### src/rtl/fifo_pkg.sv
// -----------------------------------------------------------------------------
// fifo_pkg
// Shared definitions for the async FIFO pointer stages (write and read side).
//   ADDR_W_DEFAULT : default RAM address width (depth = 2**ADDR_W)
//   PTR_W_DEFAULT  : default pointer width (ADDR_W + 1, extra wrap bit)
//   bin2gray       : binary -> reflected gray code
//   gray2bin       : reflected gray code -> binary
//   full_gray      : the read gray pointer as the write pointer would look
//                    when exactly one full lap ahead (top two bits inverted)
// The helpers work on a 32-bit container so one copy serves every pointer
// width; callers zero-extend the argument and size-cast the result.
// -----------------------------------------------------------------------------
package fifo_pkg;

  localparam int ADDR_W_DEFAULT = 8;
  localparam int PTR_W_DEFAULT  = ADDR_W_DEFAULT + 1;

  // Binary to gray: each gray bit is the XOR of adjacent binary bits.
  function automatic logic [31:0] bin2gray(input logic [31:0] b);
    return b ^ (b >> 1);
  endfunction

  // Gray to binary: running XOR from the MSB down. Zero-extended upper bits
  // stay zero, so the low bits come out right for any narrower pointer.
  function automatic logic [31:0] gray2bin(input logic [31:0] g);
    logic [31:0] b;
    b[31] = g[31];
    for (int i = 30; i >= 0; i--) begin
      b[i] = b[i+1] ^ g[i];
    end
    return b;
  endfunction

  // In gray code, "binary + depth" is the same value with its top two bits
  // inverted; n is the pointer width (ADDR_W + 1).
  function automatic logic [31:0] full_gray(input logic [31:0] g, input int n);
    logic [31:0] mask;
    mask = 32'd3 << (n - 2);
    return g ^ mask;
  endfunction

endpackage : fifo_pkg

### src/rtl/fifo_wptr_full_if.sv
// -----------------------------------------------------------------------------
// fifo_wptr_full_if
// Producer-side bundle of the write pointer / full-flag stage.
//   wr_en           : write request from the producer
//   rptr_gray_async : read gray pointer, still in the read clock domain
//   wr_ok           : write accepted this cycle (RAM write enable)
//   wr_addr         : RAM write address
//   wptr_gray       : registered write gray pointer, to the read domain
//   full            : FIFO full (registered)
//   level           : occupancy seen from the write side (registered)
//   overflow        : one-cycle pulse when a write is dropped
//   almost_full     : only when FIFO_ALMOST_FULL_EN is defined
// Modports: master = producer / environment, slave = the pointer stage.
// -----------------------------------------------------------------------------
interface fifo_wptr_full_if #(
  parameter int ADDR_W = fifo_pkg::ADDR_W_DEFAULT
);

  logic              wr_en;
  logic [ADDR_W:0]   rptr_gray_async;
  logic              wr_ok;
  logic [ADDR_W-1:0] wr_addr;
  logic [ADDR_W:0]   wptr_gray;
  logic              full;
  logic [ADDR_W:0]   level;
  logic              overflow;
`ifdef FIFO_ALMOST_FULL_EN
  logic              almost_full;
`endif

  modport master (
    output wr_en,
    output rptr_gray_async,
    input  wr_ok,
    input  wr_addr,
    input  wptr_gray,
    input  full,
    input  level,
`ifdef FIFO_ALMOST_FULL_EN
    input  almost_full,
`endif
    input  overflow
  );

  modport slave (
    input  wr_en,
    input  rptr_gray_async,
    output wr_ok,
    output wr_addr,
    output wptr_gray,
    output full,
    output level,
`ifdef FIFO_ALMOST_FULL_EN
    output almost_full,
`endif
    output overflow
  );

endinterface : fifo_wptr_full_if

### src/rtl/fifo_wptr_full_ptr_sync.sv
// -----------------------------------------------------------------------------
// ptr_sync
// Two-flop synchronizer for a gray-coded pointer crossing clock domains.
// Shared by the write-side and read-side pointer stages.
//   clk   : destination-domain clock
//   rst_n : synchronous active-low reset, clears both stages
//   d     : pointer from the source domain
//   q     : pointer after two destination-domain flops
// Only one bit changes per source update (gray code), so a metastable
// capture resolves to either the old or the new pointer value.
// -----------------------------------------------------------------------------
module ptr_sync #(
  parameter int WIDTH = fifo_pkg::PTR_W_DEFAULT
) (
  input  logic             clk,
  input  logic             rst_n,
  input  logic [WIDTH-1:0] d,
  output logic [WIDTH-1:0] q
);

  logic [WIDTH-1:0] sync1_r;
  logic [WIDTH-1:0] sync2_r;

  // Two-stage capture of the foreign-domain pointer.
  always_ff @(posedge clk) begin
    if (!rst_n) begin
      sync1_r <= {WIDTH{1'b0}};
      sync2_r <= {WIDTH{1'b0}};
    end else begin
      sync1_r <= d;
      sync2_r <= sync1_r;
    end
  end

  assign q = sync2_r;

endmodule : ptr_sync

### src/rtl/fifo_wptr_full.sv
// -----------------------------------------------------------------------------
// fifo_wptr_full
// Write-side pointer and full-flag stage of the async FIFO.
// Holds the binary and gray write pointers, drives the RAM write address and
// strobe, synchronizes the read gray pointer into this domain and derives
// full, level and overflow from the two pointers.
//   clk   : write-domain clock
//   rst_n : synchronous active-low reset
//   bus   : fifo_wptr_full_if.slave (wr_en, rptr_gray_async in; wr_ok,
//           wr_addr, wptr_gray, full, level, overflow[, almost_full] out)
// Optional feature: define FIFO_ALMOST_FULL_EN to add the registered
// almost_full flag and the AF_THRESH parameter.
// -----------------------------------------------------------------------------
module fifo_wptr_full
  import fifo_pkg::*;
#(
  parameter int ADDR_W = ADDR_W_DEFAULT
`ifdef FIFO_ALMOST_FULL_EN
  , parameter int AF_THRESH = (1 << ADDR_W) - 2
`endif
) (
  input  logic             clk,
  input  logic             rst_n,
  fifo_wptr_full_if.slave  bus
);

  localparam int PTR_W = ADDR_W + 1;

  // Registered state
  logic [PTR_W-1:0] wbin_r;
  logic [PTR_W-1:0] wgray_r;
  logic             full_r;
  logic [PTR_W-1:0] level_r;
  logic             overflow_r;
`ifdef FIFO_ALMOST_FULL_EN
  logic             almost_full_r;
`endif

  // Combinational terms
  logic             wr_ok_s;
  logic [PTR_W-1:0] rq2_s;
  logic [PTR_W-1:0] rbin_s;
  logic [PTR_W-1:0] wbin_next_s;
  logic [PTR_W-1:0] wgray_next_s;
  logic [PTR_W-1:0] rgray_full_s;
  logic [PTR_W-1:0] occ_next_s;
  logic             full_next_s;

  ptr_sync #(
    .WIDTH (PTR_W)
  ) u_rptr_sync (
    .clk   (clk),
    .rst_n (rst_n),
    .d     (bus.rptr_gray_async),
    .q     (rq2_s)
  );

  // Next pointer, accept strobe and flag inputs for this cycle.
  always_comb begin
    wr_ok_s      = 1'b0;
    rbin_s       = {PTR_W{1'b0}};
    wbin_next_s  = wbin_r;
    wgray_next_s = wgray_r;
    rgray_full_s = {PTR_W{1'b0}};
    occ_next_s   = {PTR_W{1'b0}};
    full_next_s  = 1'b0;

    // A write is dropped while full; the pointer then holds.
    wr_ok_s      = bus.wr_en & ~full_r;
    rbin_s       = PTR_W'(gray2bin(32'(rq2_s)));
    // Modulo 2**PTR_W wrap toggles the lap bit.
    wbin_next_s  = wbin_r + {{(PTR_W-1){1'b0}}, wr_ok_s};
    wgray_next_s = PTR_W'(bin2gray(32'(wbin_next_s)));
    // Full when the write pointer is one whole lap ahead of the synced read
    // pointer. The read pointer is two cycles stale, so full can only linger
    // longer than necessary, never release early.
    rgray_full_s = PTR_W'(full_gray(32'(rq2_s), PTR_W));
    if (wgray_next_s == rgray_full_s) begin
      full_next_s = 1'b1;
    end else begin
      full_next_s = 1'b0;
    end
    // Unsigned modular difference is the true occupancy while it stays
    // within one lap, which the full flag guarantees.
    occ_next_s   = wbin_next_s - rbin_s;
  end

  // Pointer and flag registers.
  always_ff @(posedge clk) begin
    if (!rst_n) begin
      wbin_r        <= {PTR_W{1'b0}};
      wgray_r       <= {PTR_W{1'b0}};
      full_r        <= 1'b0;
      level_r       <= {PTR_W{1'b0}};
      overflow_r    <= 1'b0;
`ifdef FIFO_ALMOST_FULL_EN
      almost_full_r <= 1'b0;
`endif
    end else begin
      wbin_r        <= wbin_next_s;
      wgray_r       <= wgray_next_s;
      full_r        <= full_next_s;
      level_r       <= occ_next_s;
      overflow_r    <= bus.wr_en & full_r;
`ifdef FIFO_ALMOST_FULL_EN
      almost_full_r <= (int'(occ_next_s) >= AF_THRESH);
`endif
    end
  end

  assign bus.wr_ok       = wr_ok_s;
  assign bus.wr_addr     = wbin_r[ADDR_W-1:0];
  assign bus.wptr_gray   = wgray_r;
  assign bus.full        = full_r;
  assign bus.level       = level_r;
  assign bus.overflow    = overflow_r;
`ifdef FIFO_ALMOST_FULL_EN
  assign bus.almost_full = almost_full_r;
`endif

endmodule : fifo_wptr_full

### src/flat_wrapper.sv
// flat-port wrapper written by rule: the top's interface ports become plain ports
module fifo_wptr_full_flat import fifo_pkg::*;
#(
  parameter int ADDR_W = ADDR_W_DEFAULT

)
  (clk, rst_n, bus_wr_en, bus_rptr_gray_async, bus_wr_ok, bus_wr_addr, bus_wptr_gray, bus_full, bus_level, bus_overflow);
  fifo_wptr_full_if #(.ADDR_W(ADDR_W)) bus_i ();
  input  logic clk;
  input  logic rst_n;
  input wire logic [$bits(bus_i.wr_en)-1:0] bus_wr_en;
  input wire logic [$bits(bus_i.rptr_gray_async)-1:0] bus_rptr_gray_async;
  output wire logic [$bits(bus_i.wr_ok)-1:0] bus_wr_ok;
  output wire logic [$bits(bus_i.wr_addr)-1:0] bus_wr_addr;
  output wire logic [$bits(bus_i.wptr_gray)-1:0] bus_wptr_gray;
  output wire logic [$bits(bus_i.full)-1:0] bus_full;
  output wire logic [$bits(bus_i.level)-1:0] bus_level;
  output wire logic [$bits(bus_i.overflow)-1:0] bus_overflow;
  assign bus_i.wr_en = bus_wr_en;
  assign bus_i.rptr_gray_async = bus_rptr_gray_async;
  assign bus_wr_ok = bus_i.wr_ok;
  assign bus_wr_addr = bus_i.wr_addr;
  assign bus_wptr_gray = bus_i.wptr_gray;
  assign bus_full = bus_i.full;
  assign bus_level = bus_i.level;
  assign bus_overflow = bus_i.overflow;
  fifo_wptr_full #(.ADDR_W(ADDR_W)) u_core (.clk(clk), .rst_n(rst_n), .bus(bus_i));
endmodule
### config.mk
export PLATFORM = sky130hd
export DESIGN_NAME = fifo_wptr_full_flat
export DESIGN_NICKNAME = d
export VERILOG_FILES = /design/src/rtl/fifo_pkg.sv /design/src/rtl/fifo_wptr_full_if.sv /design/src/rtl/fifo_wptr_full_ptr_sync.sv /design/src/rtl/fifo_wptr_full.sv /design/src/flat_wrapper.sv
export SDC_FILE = /design/constraint.sdc
export NUM_CORES = 1
export LEC_CHECK = 0
export CELL_PAD_IN_SITES_DETAIL_PLACEMENT = 1
export CELL_PAD_IN_SITES_GLOBAL_PLACEMENT = 1
export CORE_MARGIN = 2
export CORE_UTILIZATION = 40
export DETAILED_ROUTE_END_ITERATION = 8
export GPL_ROUTABILITY_DRIVEN = 0
export PLACE_DENSITY = 0.79
export SLEW_MARGIN = 20
export SYNTH_ARGS = -nofsm -noshare
export SYNTH_HDL_FRONTEND = slang
export SYNTH_SLANG_ARGS = --single-unit
### constraint.sdc
create_clock -name clk -period 4.8 [get_ports clk]
set_input_delay 0.48 -clock clk [delete_from_list [all_inputs] [get_ports clk]]
set_output_delay 0.48 -clock clk [all_outputs]
set_load 0.05 [all_outputs]
-- Yosys cells after proc, flatten, opt, wreduce, memory -nomap -nowiden
Cells that the tools add are included.
- bits in registers: 47
- output and inout bits: 29
- word-level logic and storage cells: 24
- equal/unequal tests: 1
- $add $sub $neg: 2
- bitwise operators: 13
- multiplexer cells: 1
- operators with widths (cell ; number):
    adder 9 x 1 -> 9 bit ; 1
    equality test 9 bit ; 1
    subtractor 9 bit ; 1
    bitwise XOR 9 x 8 -> 9 bit ; 1
    bitwise XOR 1 bit ; 8
    AND 1 bit ; 2
    inverter 2 bit ; 1
    two-way mux 1 bit ; 1
    inverter 1 bit ; 1

-- Logic depth before layout (Yosys ltp)
- depth in word-level cells: 9
- gate-level depth with buffers: 15
- mapped depth without buffers: 15

-- By module
Synthesis repeated with hierarchy kept, for this count alone.
- cell total of the unflattened synthesis: 208
- area total of the unflattened synthesis: 2062.0 um^2
- by module, submodules not included (module ; cells each ; instances ; area each (um^2)):
    fifo_wptr_full ; 171 ; 1 ; 1560.2
    ptr_sync ; 37 ; 1 ; 501.7

-- Worst setup path after synthesis
OpenSTA, ideal clock, no wires.
- path type: register to register
- start: register u_core.full_r, in the netlist u_core.bus.full
- end: register u_core.level_r[8], in the netlist u_core.bus.level[8]
- required time: 4672 ps
- buffers on the path: 1
- arrival time: 3354 ps
- cell stages (with the launch flop): 14
- setup time: 128 ps
- clock period less this slack: 3481 ps
- path slack: 1319 ps
- cell sequence: dfxtp_1 > nor2b_1 > ha_1 > ha_1 > buf_2 > nand2_1 > xor2_1 > inv_1 > ha_1 > nor3_1 > o21ai_0 > a31oi_1 > xnor2_1 > nor2_1
- longest elaborated chain between the ends: 4
- ends and longest elaborated chain (element ; line ; source):
    start: declaration ; fifo_wptr_full.sv:32 ; logic full_r;
    start signal: assignment ; fifo_wptr_full.sv:102 ; full_r <= full_next_s;
    inverter 1 bit ; fifo_wptr_full.sv:69 ; wr_ok_s = bus.wr_en & ~full_r;
    AND 1 bit ; fifo_wptr_full.sv:69 ;
    net bus_wr_ok ; flat_wrapper.sv:13 ; output wire logic [$bits(bus_i.wr_ok)-1:0] bus_wr_ok;
    adder 9 x 1 -> 9 bit ; fifo_wptr_full.sv:72 ; wbin_next_s = wbin_r + {{(PTR_W-1){1'b0}}, wr_ok_s};
    net u_core.wbin_next_s[6] ; fifo_wptr_full.sv:43 ; logic [PTR_W-1:0] wbin_next_s;
    subtractor 9 bit ; fifo_wptr_full.sv:85 ; occ_next_s = wbin_next_s - rbin_s;
    end signal: assignment ; fifo_wptr_full.sv:94 ; level_r <= {PTR_W{1'b0}};
    end signal: assignment ; fifo_wptr_full.sv:103 ; level_r <= occ_next_s;
    end: declaration ; fifo_wptr_full.sv:33 ; logic [PTR_W-1:0] level_r;
The timed path passes the listed nets, and every way through them passes these cells.
A chain may end at the register's enable or synchronous reset.

-- Worst setup path after layout
- start: register u_core.u_rptr_sync.sync2_r[8], in the netlist u_core.u_rptr_sync.q[8]
- end: register u_core.level_r[6], in the netlist u_core.bus.level[6]
- longest elaborated chain between the ends: 9
- ends and longest elaborated chain (element ; line ; source):
    start: declaration ; fifo_wptr_full_ptr_sync.sv:22 ; logic [WIDTH-1:0] sync2_r;
    start signal: assignment ; fifo_wptr_full_ptr_sync.sv:28 ; sync2_r <= {WIDTH{1'b0}};
    start signal: assignment ; fifo_wptr_full_ptr_sync.sv:31 ; sync2_r <= sync1_r;
    bitwise XOR 1 bit * (2 in a row) ; fifo_pkg.sv:29 ; b[i] = b[i+1] ^ g[i];
    bitwise XOR 1 bit (6 in a row) ; fifo_pkg.sv:29 ;
    subtractor 9 bit * ; fifo_wptr_full.sv:85 ;
Every way passes the cells marked *; elsewhere a longest branch is shown, timed or not.

==> flow_summary_export.csv <==
group,metric,value,unit
logic_synthesis,synth_warnings,0,
global_route,grt_pass1_vias,1575,
power,ir_drop,185,uV
worst_setup_path,crit_path_end_kind,"flip-flop",
worst_setup_path,crit_end,"u_core.bus.level[6]",
logic_synthesis,avgSynthCellArea,9.82,um2
final_layout,final_nets,279,
global_route,grt_pass1_wl,7490,um
final_layout,layout_commonest_cell,"dfxtp_1",
worst_setup_path,crit_start,"u_core.u_rptr_sync.q[8]",
die,start_util,41.3,%
placed_design,place_area,2580,um2
worst_setup_path,cp_data_arrival_time,3.63,ns
worst_setup_path,rr_startpoint,"u_core.u_rptr_sync.q[8]",
die,rows,26,
cts,clk_path_buf_depth,2,
timing,period_needed,3.43,ns
power,powerDensity,368,nW/um2
die,die_area,5870,um2
timing,worstMarginPinSlew,0.783,ns
cts,clockRootBuffer,"clkbuf_8",
final_layout,n_antenna_cell,0,
die,die_x,76.6,um
cts,cts_tree,"built",
logic_synthesis,synth.distinct_cells,33,
die,die_y,76.6,um
timing,slew_headroom,47.7,%
power,swShare,31.3,%
global_route,grt_usage,16.2,%
route,ant_nets,0,
route,vias,1524,
final_layout,final_cell_mix,"dfxtp_1, clkdlybuf4s50_1, and2_1, nor2_1, xnor2_1",
logic_synthesis,syn_nets,238,
cts,cts_hold_buffers,0,
final_layout,drive_gt1_share,5.84,%
cts,cts_buffers,5,
worst_setup_path,r2r-end,"u_core.bus.level[6]",
timing,hold_violations,0,
route,routed_wl,4300,um
cts,cts_htree_levels,2,
cts,clock_latency,0.30,ns
worst_setup_path,path_max_fanout,4,
timing,skew,0.00636,ns
worst_setup_path,criticalPathCategory,"reg -> reg",
cts,clock-sinks,46,
die,ios,41,
cts,ctsResizeCount,0,
route,drcViolationCount,0,
power,p_total,0.000988,W
timing,timing.fmax,292,MHz
route,wl_per_cell,13.2,um
power,pwr-share-seq,42.8,%
power,p_int,0.000679,W
logic_synthesis,yosysSeqAreaShare,43.6,%
worst_setup_path,required,5.00,ns
timing,setup_viol,0,
route,drt_iter0_drc,34,
final_layout,fin_util,52.6,%
timing,grt_setup_unrepaired,"no",
route,first_pass_iters,4,
final_layout,area_delta_synth_final,27.3,%
logic_synthesis,syn_inst,215,
power,combPwrFrac,28.3,%
power,p_clk_share,28.8,%
worst_setup_path,reg2regPathDepth,15,
run_status,status,"completed",
flow_run,max_cap_violations,0,
global_route,grt_max_degree,30,
global_route,overflow,0,
logic_synthesis,synth_area,2110,um2
global_route,grt_antenna_before_repair,0,
power,switching_power,0.000309,W
timing,fin_crit_sh,71.4,%
final_layout,final_cell_area,2690,um2
placed_design,dpl.hpwl,3260,um
hold_path,hp-class,"reg -> reg",
worst_setup_path,setup.worst_path.start_class,"flip-flop",
cts,clk_pin_slew,0.09,ns
route,viasPerCell,4.66,
cts,cts_setup_buffers,0,
placed_design,portBuffers,40,
logic_synthesis,ys_ff_latch,46,
timing,slew_violations,0,
timing,fin_setup_tns,0,ns
power,power.leakage,1.10,nW
final_layout,fill_cells,604,
worst_setup_path,reg2reg_slack,1.37,ns
die,core_area,5110,um2
[through the flow]
step	instances	hold WS, ns	worst slack, ns
floorplan	215	0.412	1.32
global placement	319	0.415	1.24
detailed placement	319	0.423	1.18
CTS	327	0.443	1.34
global route	327	0.464	1.11
finish	327	0.439	1.37
[worst min-delay path by stage]
| stage | slack [ns] | start | endpoint | cells after the start |
|---|---|---|---|---|
| 2_1_floorplan | 0.41 | u_core.u_rptr_sync.sync1_r[0] | u_core.u_rptr_sync.q[0] | 1 |
| 3_3_place_gp | 0.41 | u_core.u_rptr_sync.sync1_r[2] | u_core.u_rptr_sync.q[2] | 1 |
| 3_5_place_dp | 0.42 | u_core.u_rptr_sync.sync1_r[5] | u_core.u_rptr_sync.q[5] | 1 |
| 4_1_cts | 0.44 | u_core.u_rptr_sync.sync1_r[5] | u_core.u_rptr_sync.q[5] | 1 |
| 5_1_grt | 0.46 | u_core.u_rptr_sync.sync1_r[8] | u_core.u_rptr_sync.q[8] | 1 |
| 6_report | 0.44 | u_core.u_rptr_sync.sync1_r[5] | u_core.u_rptr_sync.q[5] | 1 |
[layer usage]
layer | part of all wire (%) | vias up | track usage [%]
met3 | 4.3 | 6 | 3.79
met5 | 0 | - | 0
met1 | 44 | 718 | 20.3
li1 | - | 766 | -
met4 | 1.6 | 0 | 6.00
met2 | 50 | 34 | 27.3
[power groups by stage]
stage	combinational [W]	clock [W]	sequential, W
after detailed placement	0.000282	0	0.000433
after global placement	0.000276	0	0.000431
after floorplan	0.000119	0	0.000514
final	0.000280	0.000285	0.000423
after CTS	0.000283	0.000292	0.000424
after global routing	0.000304	0.000308	0.000427
[registers in the layout, summed over array words and instances (netlist names)]
signal	count
u_core.bus.wptr_gray	9
u_core.bus.full	1
u_core.u_rptr_sync.q	9
u_core.u_rptr_sync.sync1_r	9
u_core.bus.overflow	1
u_core.bus.level	9
u_core.wbin_r	8
[cell usage after synthesis, drive strengths merged]
cell    count  area [um2]
dfxtp      46         921
and2       27         169
xnor2      20         209
xor2       20         216
nor2       18        67.6
nand2      12        45.0
inv        11        41.3
ha         10         125
a21oi       8        40.0
o21ai       7        35.0
clkbuf      4        15.0
mux2i       4        40.0
buf         3        15.0
nand3       3        15.0
nor3        3        15.0
a21boi      2        15.0
and3        2        12.5
nand2b      2        12.5
nor2b       2        12.5
nor4        2        12.5
a21o        1        7.51
a22o        1        8.76
a31oi       1        6.26
and4        1        8.76
clkinv      1        3.75
fa          1        20.0
nand4       1        6.26
nor3b       1        7.51
o211ai      1        7.51
[cell families (layout without fill, tap and decap cells)]
kind of cell	Yosys count	in the layout	share of synthesized area [%]
and+or+nand+nor	74	74	18.2
DFF	46	46	43.6
xor gates and xnor gates	40	40	20.2
AOI/OAI and AO/OA	21	21	5.69
buffers and inverters	19	61	3.56
adders and majority gates	11	11	6.88
muxes	4	4	1.90
[critical path: stages (launching register included)]
cell and delay [ns]:
dfxtp_1 0.38, xnor2_4 0.27, xor2_4 0.25, xor2_2 0.23, xnor2_2 0.17, xor2_2 0.25
xnor2_1 0.15, ha_1 0.19, inv_1 0.05, fa_1 0.40, a21o_1 0.18, a21oi_1 0.27
o21ai_0 0.14, a21oi_1 0.20, xor2_1 0.16, nor2_1 0.05
[layout make-up]
class                      instances  area [um2]  area share (%)
timing repair buffer              41         408            15.2
clock buffer                       6        72.6            2.70
clock inverter                     2        37.5            1.40
sequential                        46         921            34.3
multi-input combinational        150        1110            41.5
inverter                          12        45.0            1.68
tap                               70        87.6            3.26
(Power assumes the default switching activity.)
